`src/rtl/fb_stream_reader.sv`:
```
// fb_stream_reader: framebuffer scan-out reader. Prefetches frame words over a
// single-outstanding read bus into a small FIFO and emits them as a registered
// pixel stream, optionally doubling pixels and lines from a quarter-size source.
module fb_stream_reader #(
    parameter int DATA_WIDTH = 16,
    parameter int ADDR_WIDTH = 24,
    parameter int FB_WIDTH   = 640,
    parameter int FB_HEIGHT  = 480,
    parameter int FIFO_DEPTH = 16
) (
    input  logic                  clk,
    input  logic                  reset_n_i,
    output logic                  mem_sel_o,
    output logic [ADDR_WIDTH-1:0] mem_address_o,
    input  logic                  mem_ack_i,
    input  logic [DATA_WIDTH-1:0] mem_data_i,
    input  logic                  stream_start_frame_i,
    input  logic [ADDR_WIDTH-1:0] stream_base_address_i,
    input  logic                  stream_scale_i,
    input  logic                  stream_ena_i,
    output logic [DATA_WIDTH-1:0] stream_data_o,
    output logic                  stream_err_underflow_o,
    output logic                  stream_frame_done_o
);
    localparam int PTR_W = $clog2(FIFO_DEPTH);
    localparam int CNT_W = PTR_W + 1;
    localparam int X_W   = $clog2(FB_WIDTH + 1);
    localparam int Y_W   = $clog2(FB_HEIGHT + 1);
    localparam int TOTAL = FB_WIDTH * FB_HEIGHT;
    localparam int PIX_W = $clog2(TOTAL + 1);

    localparam logic [X_W-1:0]        SW_FULL   = X_W'(FB_WIDTH - 1);
    localparam logic [X_W-1:0]        SW_HALF   = X_W'(FB_WIDTH / 2 - 1);
    localparam logic [Y_W-1:0]        LINES     = Y_W'(FB_HEIGHT);
    localparam logic [PIX_W-1:0]      PIX_TOTAL = PIX_W'(TOTAL);
    localparam logic [CNT_W-1:0]      DEPTH     = CNT_W'(FIFO_DEPTH);
    localparam logic [ADDR_WIDTH-1:0] ADDR_ONE  = ADDR_WIDTH'(1);

    typedef enum logic [1:0] {IDLE, FETCH, DONE} state_t;
    state_t state_q, state_d;

    // Fetch position: next word to request (x within source line, output line y)
    logic                  scale_q;
    logic [X_W-1:0]        fx_q;
    logic [Y_W-1:0]        fy_q;
    logic [ADDR_WIDTH-1:0] faddr_q;
    logic [ADDR_WIDTH-1:0] fline_q;
    logic                  disc_q;

    logic                  c_scale;
    logic [X_W-1:0]        c_x, n_x;
    logic [Y_W-1:0]        c_y, n_y;
    logic [ADDR_WIDTH-1:0] c_addr, c_line, n_addr, n_line;
    logic                  issue, wr_en, take, dup, pop, uflow, at_end;

    logic [DATA_WIDTH-1:0] fifo_mem [FIFO_DEPTH];
    logic [PTR_W-1:0]      wr_ptr_q, rd_ptr_q;
    logic [CNT_W-1:0]      count_q, count_d;
    logic [PIX_W-1:0]      pix_q, pix_inc;
    logic                  phase_q;

    // Next-state, request decision and fetch-position advance
    always_comb begin
        state_d = state_q;
        c_scale = scale_q;
        c_x     = fx_q;
        c_y     = fy_q;
        c_addr  = faddr_q;
        c_line  = fline_q;
        // A start pulse restarts the walk from the newly sampled base
        if (stream_start_frame_i) begin
            c_scale = stream_scale_i;
            c_x     = '0;
            c_y     = '0;
            c_addr  = stream_base_address_i;
            c_line  = stream_base_address_i;
        end

        at_end  = (pix_q == PIX_TOTAL);
        take    = stream_ena_i && !stream_start_frame_i;
        dup     = take && !at_end && scale_q && phase_q;
        pop     = take && !at_end && !(scale_q && phase_q) && (count_q != '0);
        uflow   = take && !dup && !pop;
        pix_inc = pix_q + PIX_W'(1);

        // Words belonging to an abandoned frame are dropped on arrival
        wr_en   = mem_sel_o && mem_ack_i && !disc_q && !stream_start_frame_i;
        count_d = stream_start_frame_i ? '0 : count_q + CNT_W'(wr_en) - CNT_W'(pop);

        // Room check counts the new request itself as outstanding next cycle
        issue = (stream_start_frame_i || state_q == FETCH) && (c_y != LINES)
                && (!mem_sel_o || mem_ack_i) && (count_d < DEPTH);

        n_x    = c_x + X_W'(1);
        n_y    = c_y;
        n_addr = c_addr + ADDR_ONE;
        n_line = c_line;
        if (c_x == (c_scale ? SW_HALF : SW_FULL)) begin
            n_x = '0;
            n_y = c_y + Y_W'(1);
            // In 2x mode an even output line is followed by a replay of its source line
            if (c_scale && !c_y[0]) begin
                n_addr = c_line;
            end else begin
                n_line = c_addr + ADDR_ONE;
            end
        end

        case (state_q)
            IDLE:    if (stream_start_frame_i) state_d = FETCH;
            FETCH:   if (stream_start_frame_i) state_d = FETCH;
                     else if (wr_en && fy_q == LINES) state_d = DONE;
            DONE:    if (stream_start_frame_i) state_d = FETCH;
            default: state_d = IDLE;
        endcase
    end

    // Fetch FSM state register
    always_ff @(posedge clk or negedge reset_n_i) begin
        if (!reset_n_i) state_q <= IDLE;
        else            state_q <= state_d;
    end

    // Bus request register and fetch-position tracking
    always_ff @(posedge clk or negedge reset_n_i) begin
        if (!reset_n_i) begin
            mem_sel_o     <= 1'b0;
            mem_address_o <= '0;
            scale_q       <= 1'b0;
            fx_q          <= '0;
            fy_q          <= '0;
            faddr_q       <= '0;
            fline_q       <= '0;
            disc_q        <= 1'b0;
        end else begin
            if (stream_start_frame_i) disc_q <= mem_sel_o && !mem_ack_i;
            else if (mem_sel_o && mem_ack_i) disc_q <= 1'b0;

            scale_q <= c_scale;
            if (issue) begin
                mem_sel_o     <= 1'b1;
                mem_address_o <= c_addr;
                fx_q          <= n_x;
                fy_q          <= n_y;
                faddr_q       <= n_addr;
                fline_q       <= n_line;
            end else begin
                if (mem_ack_i) mem_sel_o <= 1'b0;
                fx_q    <= c_x;
                fy_q    <= c_y;
                faddr_q <= c_addr;
                fline_q <= c_line;
            end
        end
    end

    // Prefetch FIFO storage
    always_ff @(posedge clk) begin
        if (wr_en) fifo_mem[wr_ptr_q] <= mem_data_i;
    end

    // Prefetch FIFO pointers and occupancy; start flushes
    always_ff @(posedge clk or negedge reset_n_i) begin
        if (!reset_n_i) begin
            wr_ptr_q <= '0;
            rd_ptr_q <= '0;
            count_q  <= '0;
        end else begin
            count_q <= count_d;
            if (stream_start_frame_i) begin
                wr_ptr_q <= '0;
                rd_ptr_q <= '0;
            end else begin
                if (wr_en) wr_ptr_q <= wr_ptr_q + PTR_W'(1);
                if (pop)   rd_ptr_q <= rd_ptr_q + PTR_W'(1);
            end
        end
    end

    // Consume side: pixel output, pair phase, pixel count and status flags
    always_ff @(posedge clk or negedge reset_n_i) begin
        if (!reset_n_i) begin
            stream_data_o          <= '0;
            stream_err_underflow_o <= 1'b0;
            stream_frame_done_o    <= 1'b0;
            pix_q                  <= '0;
            phase_q                <= 1'b0;
        end else if (stream_start_frame_i) begin
            stream_err_underflow_o <= 1'b0;
            stream_frame_done_o    <= 1'b0;
            pix_q                  <= '0;
            phase_q                <= 1'b0;
        end else begin
            stream_frame_done_o <= 1'b0;
            if (pop) begin
                stream_data_o       <= fifo_mem[rd_ptr_q];
                pix_q               <= pix_inc;
                phase_q             <= scale_q;
                stream_frame_done_o <= (pix_inc == PIX_TOTAL);
            end else if (dup) begin
                pix_q               <= pix_inc;
                phase_q             <= 1'b0;
                stream_frame_done_o <= (pix_inc == PIX_TOTAL);
            end else if (uflow) begin
                stream_data_o          <= '0;
                stream_err_underflow_o <= 1'b1;
            end
        end
    end
endmodule

```
`config.mk`:
```
export PLATFORM = sky130hd
export DESIGN_NAME = fb_stream_reader
export DESIGN_NICKNAME = d
export VERILOG_FILES = /design/src/rtl/fb_stream_reader.sv
export SDC_FILE = /design/constraint.sdc
export NUM_CORES = 1
export LEC_CHECK = 0
export ABC_CLOCK_PERIOD_IN_PS = 11350
export BUFFER_PORTS_ARGS = -buffer_cell sky130_fd_sc_hd__clkbuf_2
export CORE_MARGIN = 3
export CORE_UTILIZATION = 40
export DETAILED_ROUTE_END_ITERATION = 12
export GPL_TIMING_DRIVEN = 0
export PLACE_DENSITY_LB_ADDON = 0.2
export RECOVER_POWER = 50
export SYNTH_ARGS = -nofsm -noshare
export SYNTH_HDL_FRONTEND = slang
export SYNTH_SLANG_ARGS = --single-unit
```
`constraint.sdc`:
```
create_clock -name clk -period 11.35 [get_ports clk]
set_input_delay 1.135 -clock clk [delete_from_list [all_inputs] [get_ports clk]]
set_output_delay 1.135 -clock clk [all_outputs]
set_load 0.01 [all_outputs]
```
# Yosys cells after proc, flatten, opt, wreduce, memory -nomap -nowiden
# Memory sizes are Yosys's and may differ from the RTL's.
# Index checks and enable logic that the tools add are counted.
[totals]
inputBits = 46
n_memories = 1
elab_cells = 128
ramBits = 256
reg_bits = 147
output_inout_bits = 43
[op_classes]
n_eq_ne = 12
add_sub_neg = 8
n_reduce_logical = 42
n_mux = 46
order_cmp = 1
n_bitwise = 1
[mem_list]
columns = ["name", "words", "width", "rd", "rd_ports_with_merged_regs", "write_ports", "line", "rtl"]
rows = [
  ["fifo_mem", 16, 16, 1, 0, 1, "56", "logic [DATA_WIDTH-1:0] fifo_mem [FIFO_DEPTH];"],
]
[ops]
columns = ["op", "count"]
rows = [
  ["$mux W24", 7],
  ["$mux W19", 3],
  ["$mux W16", 3],
  ["$mux W10", 4],
  ["$eq A19 B19 Y1 const B", 2],
  ["$mux W9", 3],
  ["$add A24 B1 Y24 const B", 1],
  ["$add A19 B1 Y19 const B", 1],
  ["$logic_and A1 B1 Y1", 18],
  ["$mux W1", 17],
  ["$mux W4", 4],
  ["$reduce_bool A2 Y1", 6],
  ["$add A10 B1 Y10 const B", 1],
  ["$eq A10 B10 Y1", 1],
  ["$add A9 B1 Y9 const B", 1],
  ["$eq A9 B9 Y1 const B", 1],
  ["$logic_not A1 Y1", 9],
  ["$ne A9 B9 Y1 const B", 1],
  ["$add A4 B1 Y4 const B", 2],
  ["$mux W2", 3],
  ["$reduce_and A3 Y1", 2],
  ["$add A5 B1 Y5", 1],
  ["$lt A5 B5 Y1 const B", 1],
  ["$mux W5", 1],
  ["14 further kinds", 17],
]

# Depth between registers and ports, before layout
[depth]
ltp_word = 12
mapped_depth = 21
depth_no_buf = 17

# Least setup slack after synthesis
# No wires, ideal clock.
[synth_path]
path_kind = "in2reg"
start = "input stream_start_frame_i"
end = "register fline_q[18]"
slack_ns = 6.377
path_buffers = 7
required_ns = 11.222
setup_time_ns = 0.128
arrival_ns = 4.845
stages = 21
path_cell_list = "buf_2 buf_2 buf_4 nor2b_1 o211ai_2 or2b_4 inv_4 buf_6 ha_1 inv_1 ha_1 fa_1 a21oi_1 o21ai_0 a21boi_1 and2_1 buf_2 and3_1 buf_2 buf_6 mux2_1"
[synth_between]
elab_chain_cells = 10
word_cells_on_any_way = 28
[synth_lines]
columns = ["element", "line", "rtl"]
rows = [
  ["from (decl)", "17", "input logic stream_start_frame_i,"],
  ["branches (longest 9 deep; another with $add A5 B1 Y5)", "-", ""],
  ["$mux W24 *", "140", "if (issue) begin"],
  ["to (signal assigned)", "146", "fline_q <= n_line;"],
  ["to (signal assigned)", "152", "fline_q <= c_line;"],
  ["to (decl)", "47", "logic [ADDR_WIDTH-1:0] fline_q;"],
]
# Every way passes the cells marked *.
# A chain may end at the register's enable or synchronous reset.

# Worst setup path in the final report
[layout_path]
start = "input stream_start_frame_i"
end = "register faddr_q[12]"
[layout_between]
elab_chain_cells = 10
word_cells_on_any_way = 28
[layout_lines]
columns = ["element", "line", "rtl"]
rows = [
  ["branches (longest 9 deep; another with $add A5 B1 Y5)", "-", ""],
  ["$mux W24 *", "140", ""],
  ["to (signal assigned)", "145", "faddr_q <= n_addr;"],
  ["to (signal assigned)", "151", "faddr_q <= c_addr;"],
  ["to (decl)", "46", "logic [ADDR_WIDTH-1:0] faddr_q;"],
]
# Marked as above.

==> metrics.yaml <==
clock_tree:
  holdBufCountCts: 0
  clk_latency_ns: 0.59
  path_clk_slew_ns: 0.06
  root_buffer: "clkbuf_16"
  clock_sinks: 403
  cts_buffers: 46
  cts_resized: 0
  ctsLongestPathBuffers: 3
  htreeDepth: 2
  cts_setup_buffers: 0
  cts_tree: "yes"
timing:
  hold_viol_final: 0
  period_share_pct: 54.3
  slew_violations: 61
  tightestPinTransition_ns: 3.84
  max_freq_mhz: 162
  rsz0062_at_grt: "no"
  fin_crit_ns: 6.16
  slew-limit-headroom_pct: -156
  finalSetupTns_ns: 0
  setup_viol: 0
  fin_skew_ns: 0.0413
finish:
  nets: 1495
  multi_input_area_sq_um: 6280
  seq_area_sq_um: 11400
  layout.cells.non_filler: 2060
  drive_gt1_share_pct: 19.6
  area_growth_pct: 16.2
  diodes: 0
  fill_cells: 3988
global_routing:
  grt_pass1_vias: 11594
  track_usage_pct: 20.5
  grt_pass1_wl_um: 73000
  antenna_found_initial: 2
  grt_max_degree: 88
  grt-ovfl-total: 0
floorplanning:
  die_area_sq_um: 47900
  core-area_sq_um: 44500
  die_w_um: 219
  io_pins: 89
  rows: 77
  die_h_um: 219
  start_util_pct: 40.7
critical_path:
  crit_path_end_kind: "register"
  start_kind: "input port"
  cp.arrival_ns: 6.62
  required_ns: 11.81
  worstRegToRegCells: 20
  path_class: "input port to register"
  crit_fanout: 10
status:
  status: "complete, but fails checks"
  violations: "max-capacitance violations, max-slew violations"
yosys:
  synth_ff_type: "edfxtp_1"
  synthesis.area_sq_um: 18100
  synth_cell_types: 78
  synthTopCellsByArea: "edfxtp_1, dfrtp_1, mux4_2"
  yosys.area.top_type_share_pct: 42.4
  yosysWarnings: 0
  synth_nets: 1346
  syn_inst: 1281
  synth_edf_count: 256
  yosysSeqAreaShare_pct: 62.7
  synth.ff_latch_count: 403
  synth.most_common_cell: "edfxtp_1"
  synthArstFlopShare_pct: 36.5
  postSynthAreaPerCell_sq_um: 14.2
  synth.largest_area_cell: "edfxtp_1"
  ys_top_cells_by_count: "edfxtp_1, dfrtp_1, nand2_1"
placement:
  io_buffers: 88
  dp.final_hpwl_um: 31300
  numPlacedInstances: 1974
  gp_congestion: 0.870
routing:
  via_per_inst: 5.65
  route.detailed.drc: 0
  ant_nets: 0
  drtPass1Iterations: 5
  wl_per_cell_um: 23.5
  drt_iter0_drc: 985
  vias: 11645
  wirelength_um: 48500
run:
  maxCapViolations: 1
worst_hold_path:
  hold_depth: 2
  hold_class: "register to register"
pwr:
  p_leak_nw: 7.60
  p_per_area_nw_per_um2: 207
  peakVddDrop_mv: 0.175
[power breakdown]
| part | internal (mW) | leakage (nW) | switching, mW |
|---|---|---|---|
| sequential | 1.70 | 4.17 | 0.0855 |
| clock | 0.912 | 0.768 | 0.617 |
| combinational | 0.417 | 2.66 | 0.631 |
[routing by layer]
layer	GRT usage [%]	vias to the layer above	wire (um)	part of all wire, %
li1	-	5206	-	-
met2	33.0	380	23300	48
met4	6.16	4	1110	2.3
met5	0	-	21	0.043
met1	28.6	5978	21300	44
met3	3.45	77	2800	5.8
[layout by cell type, fill, tap and decap left out, types with 14 or more instances in the layout]
cell / Yosys / layout
edfxtp_1: 256 / 256
dfrtp_1: 147 / 147
nand2_1: 98 / 98
clkbuf_1: 34 / 83
mux4_2: 80 / 80
o21ai_0: 63 / 63
nor2_1: 63 / 59
mux2i_1: 50 / 50
clkbuf_2: 0 / 50
a21oi_1: 48 / 48
clkbuf_16: 0 / 47
nand3_1: 36 / 36
inv_1: 34 / 34
buf_2: 25 / 25
xnor2_1: 24 / 24
nand4_1: 18 / 18
ha_1: 18 / 18
a22o_1: 16 / 16
buf_6: 7 / 15
and2_1: 15 / 15
o21ai_1: 15 / 15
nor2b_1: 14 / 14
a31oi_1: 14 / 14
xor2_1: 14 / 14
[through the flow]
step                      hold slack, ns  instance area [sq um]  setup WS [ns]  util (%)  power, mW
after CTS                          0.481                  21100           5.26      47.5       4.41
after global placement             0.449                  19300           4.62      43.4       2.86
after global routing               0.502                  21100           4.95      47.3       4.56
after detailed placement           0.466                  19600           4.61      43.9       2.87
after floorplan                    0.439                  18100           6.38         -       2.47
final                              0.474                  21100           5.19      47.3       4.36
[sequential cells by signal (all words and copies together) (netlist names), 2 cells and up]
| signal | count |
|---|---|
| fline_q | 24 |
| mem_address_o | 24 |
| wr_ptr_q | 4 |
| rd_ptr_q | 4 |
| fx_q | 10 |
| stream_data_o | 16 |
| count_q | 5 |
| fifo_mem | 256 |
| state_q | 2 |
| faddr_q | 24 |
| fy_q | 9 |
| pix_q | 19 |
[cell families (layout without fill, tap and decap cells)]
logic type,after synthesis,after routing,share of synthesized area [%]
flops,403,403,62.7
simple gates,335,335,9.58
compound gates,229,229,8.03
mux,146,146,13.7
buf+inv,111,298,2.84
xor+xnor,38,38,1.84
fa+ha+maj,19,19,1.35
[area by class of cell]
class                   instances  area share (%)
flip-flops and latches        403            53.9
multi-input cells             767            29.8
clock buffers                  66            6.30
well taps                     592            3.52
repair buffers                101            2.83
plain buffers                  75            1.79
clock inverters                20            1.16
inverters                      36           0.653
[worst paths after layout]
check / startpoint / endpoint / slack (ns)
hold / removal: mem_address_o[12] / mem_address_o[12] / 0.47
setup / recovery: stream_start_frame_i / faddr_q[12] / 5.19
setup reg to reg: pix_q[0] / faddr_q[12] / 5.69
hold reg to reg: mem_address_o[12] / mem_address_o[12] / 0.47
min in group asynchronous: reset_n_i / mem_address_o[9] / 1.86
max in group asynchronous: reset_n_i / stream_data_o[13] / 7.30
[worst max-delay path, cell delays in order]
cell       delay [ns]
clkbuf_2         0.09
buf_2            0.31
buf_2            0.36
buf_4            0.29
buf_2            0.33
buf_2            0.34
clkbuf_1         0.56
nor2_1           0.23
ha_1             0.27
fa_1             0.41
a21oi_1          0.21
o2111ai_1        0.12
a21boi_1         0.23
nand2_1          0.19
clkbuf_1         0.36
clkbuf_1         0.55
buf_2            0.47
o22ai_1          0.13
No activity file was read; power rests on OpenSTA's default activity.
